<file path="config.mk">
export PLATFORM = sky130hd
export DESIGN_NAME = im_loader
export DESIGN_NICKNAME = d
export VERILOG_FILES = /design/src/rtl/im_loader.sv
export SDC_FILE = /design/constraint.sdc
export NUM_CORES = 1
export LEC_CHECK = 0
export CAP_MARGIN = 20
export CELL_PAD_IN_SITES_DETAIL_PLACEMENT = 0
export CELL_PAD_IN_SITES_GLOBAL_PLACEMENT = 1
export CORE_MARGIN = 4
export CORE_UTILIZATION = 40
export DETAILED_ROUTE_END_ITERATION = 7
export PLACE_DENSITY = 0.76
export SLEW_MARGIN = 20
export SYNTH_ARGS = -nofsm -noshare
export SYNTH_HDL_FRONTEND = slang
export SYNTH_SLANG_ARGS = --single-unit
</file>
<file path="constraint.sdc">
create_clock -name clk -period 2.7 [get_ports clk]
set_clock_uncertainty 0.05 [all_clocks]
set_input_delay 0.54 -clock clk [delete_from_list [all_inputs] [get_ports clk]]
set_output_delay 0.54 -clock clk [all_outputs]
set_load 0.03 [all_outputs]
</file>
<file path="src/rtl/im_loader.sv">
// im_loader: boot-time program loader for the SISC core.
// Accepts a byte stream (16-bit big-endian length, then big-endian 32-bit
// words), writes each word into instruction memory at consecutive addresses
// from BASE_ADDR and holds the core in reset until the load completes.
module im_loader #(
    parameter logic [15:0] BASE_ADDR = 16'h0000,
    parameter int unsigned MAX_WORDS = 1024,
    parameter int unsigned TIMEOUT   = 1000
) (
    input  logic        clk,
    input  logic        rst,
    input  logic        start,
    input  logic [7:0]  rx_data,
    input  logic        rx_valid,
    output logic        rx_ready,
    output logic        im_we,
    output logic [15:0] im_addr,
    output logic [31:0] im_wdata,
    output logic        cpu_rst_f,
    output logic        loading,
    output logic        done,
    output logic        err,
    output logic [15:0] words_loaded
);

    // Idle counter must be able to hold TIMEOUT itself.
    localparam int CW = (TIMEOUT < 2) ? 1 : $clog2(TIMEOUT + 1);
    localparam logic [CW-1:0] TIMEOUT_C = CW'(TIMEOUT);
    // 17 bits so MAX_WORDS = 65536 is representable.
    localparam logic [16:0] MAX_WORDS_C = 17'(MAX_WORDS);

    localparam logic [2:0] ST_IDLE   = 3'd0;
    localparam logic [2:0] ST_LEN_HI = 3'd1;
    localparam logic [2:0] ST_LEN_LO = 3'd2;
    localparam logic [2:0] ST_DATA   = 3'd3;
    localparam logic [2:0] ST_FLUSH  = 3'd4;
    localparam logic [2:0] ST_DONE   = 3'd5;
    localparam logic [2:0] ST_ERR    = 3'd6;

    logic [2:0]    state_q, state_d;
    logic [15:0]   len_q, len_d;          // program length in words
    logic [1:0]    byte_idx_q, byte_idx_d; // position within current word
    logic [23:0]   shift_q, shift_d;      // first three bytes of current word
    logic [31:0]   wdata_q, wdata_d;      // word presented on im_wdata
    logic          we_q, we_d;            // one-cycle write strobe
    logic [15:0]   words_q, words_d;      // words actually written
    logic [15:0]   cap_q, cap_d;          // words fully assembled so far
    logic [CW-1:0] idle_q, idle_d;        // consecutive cycles without a byte

    logic          rdy_w;
    logic          accept_w;
    logic [15:0]   len_full_w;
    logic [15:0]   cap_inc_w;

    // Byte handshake is only open while the length or data is being received.
    always_comb begin
        rdy_w = (state_q == ST_LEN_HI) || (state_q == ST_LEN_LO) || (state_q == ST_DATA);
    end

    assign accept_w   = rx_valid && rdy_w;
    assign len_full_w = {len_q[15:8], rx_data};
    assign cap_inc_w  = cap_q + 16'd1;

    // Next-state logic: framing, word assembly, write scheduling and timeout.
    always_comb begin
        state_d    = state_q;
        len_d      = len_q;
        byte_idx_d = byte_idx_q;
        shift_d    = shift_q;
        wdata_d    = wdata_q;
        we_d       = 1'b0;
        words_d    = words_q;
        cap_d      = cap_q;
        idle_d     = idle_q;

        // The write counter advances at the end of every write cycle, which
        // keeps im_addr pointing at the word being written during the strobe.
        if (we_q) begin
            words_d = words_q + 16'd1;
        end

        case (state_q)
            ST_IDLE, ST_DONE, ST_ERR: begin
                if (start) begin
                    state_d    = ST_LEN_HI;
                    words_d    = 16'd0;
                    cap_d      = 16'd0;
                    idle_d     = '0;
                    byte_idx_d = 2'd0;
                end
            end

            ST_LEN_HI: begin
                if (accept_w) begin
                    len_d[15:8] = rx_data;
                    state_d     = ST_LEN_LO;
                end
            end

            ST_LEN_LO: begin
                if (accept_w) begin
                    len_d      = len_full_w;
                    byte_idx_d = 2'd0;
                    if ((len_full_w == 16'd0) || ({1'b0, len_full_w} > MAX_WORDS_C)) begin
                        state_d = ST_ERR;
                    end else begin
                        state_d = ST_DATA;
                    end
                end
            end

            ST_DATA: begin
                if (accept_w) begin
                    if (byte_idx_q == 2'd3) begin
                        // Word complete: present it and strobe on the next cycle.
                        wdata_d    = {shift_q, rx_data};
                        we_d       = 1'b1;
                        byte_idx_d = 2'd0;
                        cap_d      = cap_inc_w;
                        if (cap_inc_w == len_q) begin
                            state_d = ST_FLUSH;
                        end
                    end else begin
                        shift_d    = {shift_q[15:0], rx_data};
                        byte_idx_d = byte_idx_q + 2'd1;
                    end
                end
            end

            ST_FLUSH: begin
                // The final word's strobe is active during this cycle.
                state_d = ST_DONE;
            end

            default: begin
                state_d = ST_IDLE;
            end
        endcase

        // Stall detection while the loader is waiting for bytes. A partial
        // word held in the shift register is simply abandoned on timeout.
        if (rdy_w) begin
            if (accept_w) begin
                idle_d = '0;
            end else begin
                idle_d = idle_q + 1'b1;
                if (idle_d == TIMEOUT_C) begin
                    state_d = ST_ERR;
                end
            end
        end
    end

    // State registers with synchronous reset; reset abandons any load in flight.
    always_ff @(posedge clk) begin
        if (rst) begin
            state_q    <= ST_IDLE;
            len_q      <= 16'd0;
            byte_idx_q <= 2'd0;
            shift_q    <= 24'd0;
            wdata_q    <= 32'd0;
            we_q       <= 1'b0;
            words_q    <= 16'd0;
            cap_q      <= 16'd0;
            idle_q     <= '0;
        end else begin
            state_q    <= state_d;
            len_q      <= len_d;
            byte_idx_q <= byte_idx_d;
            shift_q    <= shift_d;
            wdata_q    <= wdata_d;
            we_q       <= we_d;
            words_q    <= words_d;
            cap_q      <= cap_d;
            idle_q     <= idle_d;
        end
    end

    // Status outputs decode directly from the state; the core is released only in DONE.
    always_comb begin
        rx_ready     = rdy_w;
        loading      = rdy_w || (state_q == ST_FLUSH);
        done         = (state_q == ST_DONE);
        err          = (state_q == ST_ERR);
        cpu_rst_f    = (state_q == ST_DONE);
        im_we        = we_q;
        im_addr      = BASE_ADDR + words_q;
        im_wdata     = wdata_q;
        words_loaded = words_q;
    end

endmodule

</file>
**After elaboration in Yosys (flattened, before gate mapping)**

Cells that the tools add are included.

- Register bits: 120
- Input port bits: 12
- Output and inout bits: 70
- Logic and storage cells: 82

- $add $sub $neg: 4
- Order comparisons: 1
- Eq/ne operators: 13
- Multiplexer cells: 30
- Bitwise logic cells: 4
- Reduce and logical (&&, ||, !) cells: 20

Operators with widths:

| kind | number |
|---|---|
| 2-to-1 mux 16 bit | 6 |
| 2-to-1 mux 10 bit | 4 |
| adder 16 x 1 -> 16 bit (second input constant) | 2 |
| case mux 16 bit (2 select lines) | 1 |
| 2-to-1 mux 3 bit | 10 |
| == test 16 bit | 1 |
| > comparator 16 x 11 -> 1 bit (second input constant) | 1 |
| zero test 16 bit | 1 |
| case mux 8 bit (2 select lines) | 1 |
| case mux 3 bit (5 select lines) | 1 |
| adder 10 x 1 -> 10 bit (second input constant) | 1 |
| == test 10 bit (second input constant) | 1 |
| == test 3 bit (second input constant) | 3 |
| AND reduction 3 bit | 3 |
| 2-to-1 mux 2 bit | 4 |
| 2-to-1 mux 8 bit | 1 |
| AND reduction 4 bit | 2 |
| == test 3 x 2 -> 1 bit (second input constant) | 2 |
| inequality test 2 bit (second input constant) | 3 |
| case mux 2 bit (3 select lines) | 1 |
| nonzero test 2 bit | 3 |
| OR reduction 3 bit | 2 |
| logical OR 1 bit | 4 |
| NOT 1 bit | 4 |
| other kinds (9) | 10 |

**Logic depth before layout (Yosys ltp)**

- Depth in word-level cells: 9
- Mapped depth: 9
- Mapped depth without buffers: 8

**Worst setup path after synthesis**

No wires, ideal clock.

- Kind: register -> register
- Start: register cap_q[0]
- End: register state_q[2]
- Library setup time: 0.066 ns
- Arrival: 2.257 ns
- Data required time: 2.584 ns
- Slack: 0.327 ns
- Cell stages (with the launch flop): 10
- Path buffers: 1
- Clock period less this slack: 2.373 ns
- Path through: dfxtp_1 -> ha_1 -> and4_1 -> buf_6 -> nand4_1 -> nor3_1 -> xnor2_1 -> nand4_1 -> or3_1 -> a21oi_2

- Longest elaborated chain between the ends: 9

Ends and longest elaborated chain:

| element | RTL line | text |
|---|---|---|
| start, declared | 47 | `logic [15:0] cap_q, cap_d;` |
| start signal, assigned | 174 | `cap_q <= cap_d;` |
| adder 16 x 1 -> 16 bit * | 62 | `assign cap_inc_w = cap_q + 16'd1;` |
| == test 16 bit * | 120 | `if (cap_inc_w == len_q) begin` |
| 2-to-1 mux 3 bit * | 120 |  |
| 2-to-1 mux 3 bit * | 114 | `if (byte_idx_q == 2'd3) begin` |
| 2-to-1 mux 3 bit * | 113 | `if (accept_w) begin` |
| case mux 3 bit (5 select lines) * | 82 | `case (state_q)` |
| 2-to-1 mux 3 bit | 147 | `if (idle_d == TIMEOUT_C) begin` |
| 2-to-1 mux 3 bit | 143 | `if (accept_w) begin` |
| 2-to-1 mux 3 bit * | 142 | `if (rdy_w) begin` |
| end signal, assigned | 167 | `state_q <= state_d;` |
| end, declared | 40 | `logic [2:0] state_q, state_d;` |

Every way passes the cells marked *; elsewhere a longest branch is shown, timed or not.
A chain may end at the register's enable or synchronous reset.

**Worst setup path after layout**

- Start: register state_q[0]
- End: output port loading

- Longest elaborated chain between the ends: 4
- Elaborated cells on any way between the ends: 7
- Those cells by class: eq/ne (4); reduce/logical (3)

Ends and longest elaborated chain:

| element | RTL line | text |
|---|---|---|
| == test 3 x 1 -> 1 bit or == test 3 x 2 -> 1 bit (tied branches) | 57 | `rdy_w = (state_q == ST_LEN_HI) \|\| (state_q == ST_LEN_LO) \|\| (state_q == ST_DATA);` |
| logical OR 1 bit (2 in series) | 57 |  |
| logical OR 1 bit * | 182 | `loading = rdy_w \|\| (state_q == ST_FLUSH);` |
| end, declared | 20 | `output logic loading,` |

Marks and branches as above.

==> flow_summary.toml <==
[sta]
clock.fmax_mhz = 391.4
finalWorstPathRequiredPeriod_ns = 2.555
tightestPinTransition_ns = 0.6910
rsz0062_at_grt = "no"
finalSetupViolations = 0
slew_headroom = 0.5362
fin_setup_tns_ns = 0
fin_crit_sh = 0.9464
final_hold_viol_count = 0
slew_violations = 0

[logic_synthesis]
synthTopCellsByCount = "nand2_1 (187), dfxtp_1 (120), a21oi_1 (109)"
yosysMostFrequentCell = "nand2_1"
ys_warn_count = 0
ys_seq_area_frac = 0.4222
ys_types = 56
syn_avg_cell_area_um2 = 7.732
async_reset_ff_frac = 0
syn_area_um2 = 5690
synth_top_cell_by_area = "dfxtp_1"
synth_edf_count = 0
synthTopCellsByArea = "dfxtp_1 (42%), nand2_1 (12%), a21oi_1 (9.6%)"
synth_top_area_share = 0.4222
synthFlopType = "dfxtp_1"
synth_seq_cells = 120
syn_inst = 736
syn-num-nets = 752

[run_status]
status = "completed"

[global_routing]
grtUsageTotal = 0.1902
antenna_found_initial = 0
grt_pass1_vias = 5115
grt_pass1_wl_mm = 25.24
grt_max_degree = 95
gr-total-overflow = 0

[placed_design]
io_buffers = 81
dp_cells = 961
gp_congestion = 0.9634
dpl.hpwl_mm = 10.63

[routing]
viasPerCell = 5.319
antenna_left = 0
postRouteWirelength_mm = 15.32
routedWlPerCell_um = 15.43
drt_iter0_drc = 356
vias = 5282
drc = 0
dr.pass1.iters = 6

[pwr]
ir_drop_v = 0.0004222
p_leak_nw = 2.477
powerDensity_nw_per_um2 = 655.1

[setup_path]
setup.worst_path.end_class = "output port"
worstPathMaxFanout = 11
criticalPathCategory = "register to output port"
crit_arrival_ns = 1.97
rr_worst_depth = 9
startpoint_type = "register"
cp.required_ns = 2.11

[clocking]
ctsRootBufferMaster = "clkbuf_16"
insertion_delay_ns = 0.41
cts_sinks = 120
numCtsBuffers = 17
cts_max_level = 4
cts_max_path_buffers = 2
clk_pin_slew_ns = 0.06
cts_tree = "yes"
postCtsHoldBufs = 0

[hold_path]
holdPathStages = 2
hp-class = "input port to register"

[die]
chipHeight_um = 127.3
num_io_pins = 82
rows = 43
core_area_um2 = 13880
die_w_um = 127.3
start_util = 0.4100
die_area_um2 = 16200

[finish]
fill_cells = 1351
nets = 816
antenna_cells = 0
synthToLayoutAreaGrowth_pct = 26.52
drive_gt1_frac = 0.09594
fin_cells = 993

[flow_run]
drv_cap = 0
cells by family (layout without fill, tap and decap cells):
family / count (synthesis) / count (layout) / synth area share
simple gates: 337 / 337 / 0.2740
compound gates: 167 / 167 / 0.1623
flops: 120 / 120 / 0.4222
buf+inv: 68 / 145 / 0.07036
xor+xnor: 37 / 37 / 0.05695
fa+ha+maj: 4 / 4 / 0.008795
mux: 3 / 3 / 0.005497
final cells by class:
type | count | area [um2] | share of cell area
multi-input combinational | 548 | 2888 | 0.4011
timing repair buffer | 108 | 1023 | 0.1422
sequential | 120 | 2404 | 0.3339
tap | 180 | 225.2 | 0.03128
clock inverter | 15 | 215.2 | 0.02989
clock buffer | 17 | 425.4 | 0.05909
inverter | 5 | 18.77 | 0.002607
state kept, by name, summed over array words and instances, names as in the netlist:
| signal | cells |
|---|---|
| cap_q | 16 |
| im_wdata | 32 |
| len_q | 16 |
| byte_idx_q | 2 |
| idle_q | 10 |
| shift_q | 24 |
| words_loaded | 16 |
| state_q | 3 |
| im_we | 1 |
stage by stage:
stage          setup WS, ns  power [W]  cell area [um2]    util  hold WS, ns
2_1_floorplan        0.3267   0.002157             5690       -       0.3822
3_3_place_gp         0.2400   0.002290             6558  0.4724       0.3932
3_5_place_dp         0.2047   0.002297             6558  0.4724       0.3956
4_1_cts             0.02858   0.004748             7198  0.5186       0.3552
5_1_grt             0.04641   0.004886             7199  0.5187       0.3686
6_report             0.1448   0.004716             7199  0.5187       0.3636
layout by cell type, fill, tap and decap left out, types with 4 or more instances in the layout:
cell             instances
nand2_1                187
dfxtp_1                119
a21oi_1                109
clkdlybuf4s50_1         80
nor2_1                  56
o21ai_0                 29
buf_4                   27
xnor2_1                 21
clkbuf_16               17
xor2_1                  16
nand4_1                 12
nor3_1                  10
nand3_1                 10
nor4_1                   9
or3_1                    8
and4_1                   7
and3_1                   7
nand3b_1                 7
a31oi_1                  6
inv_1                    5
nand2b_1                 5
inv_6                    5
nor2b_1                  4
a311oi_1                 4
ha_1                     4
bufinv_16                4
layer usage:
layer,vias up,global-route usage,wire [um]
li1,2629,-,-
met1,2500,0.2352,6865
met4,0,0.06562,253
met5,-,0,0
met3,24,0.04139,703
met2,129,0.3270,7498
report_power, final:
group	internal [W]	leakage [nW]	switching [W]
combinational	0.000148	1.20	0.000268
clock	0.00157	0.309	0.000887
sequential	0.00180	0.968	0.0000453
total	0.00352	2.48	0.00120
worst max-delay path, stage by stage, from the launching register on:
cell	delay, ns
dfxtp_1	0.55
nor2_1	0.16
xnor2_1	0.16
clkdlybuf4s50_1	0.68
path summary, 6_finish.rpt:
| check | to | slack (ns) | startpoint |
|---|---|---|---|
| worst min-delay path | idle_q[3]$_SDFFE_PP0P_ | 0.36 | rst |
| worst max-delay path | loading | 0.14 | state_q[0]$_SDFF_PP0_ |
| worst max register to register | state_q[2]$_SDFF_PP0_ | 0.32 | cap_q[0]$_SDFFE_PP0P_ |
| worst min register to register | im_wdata[21]$_SDFFE_PP0P_ | 0.40 | im_wdata[21]$_SDFFE_PP0P_ |
what timing repair did:
item,in CTS,in global routing
setup buffers,0,0
resized for setup,0,1
setup endpoints to repair,0,2
Power figures use the tool's default switching activity.
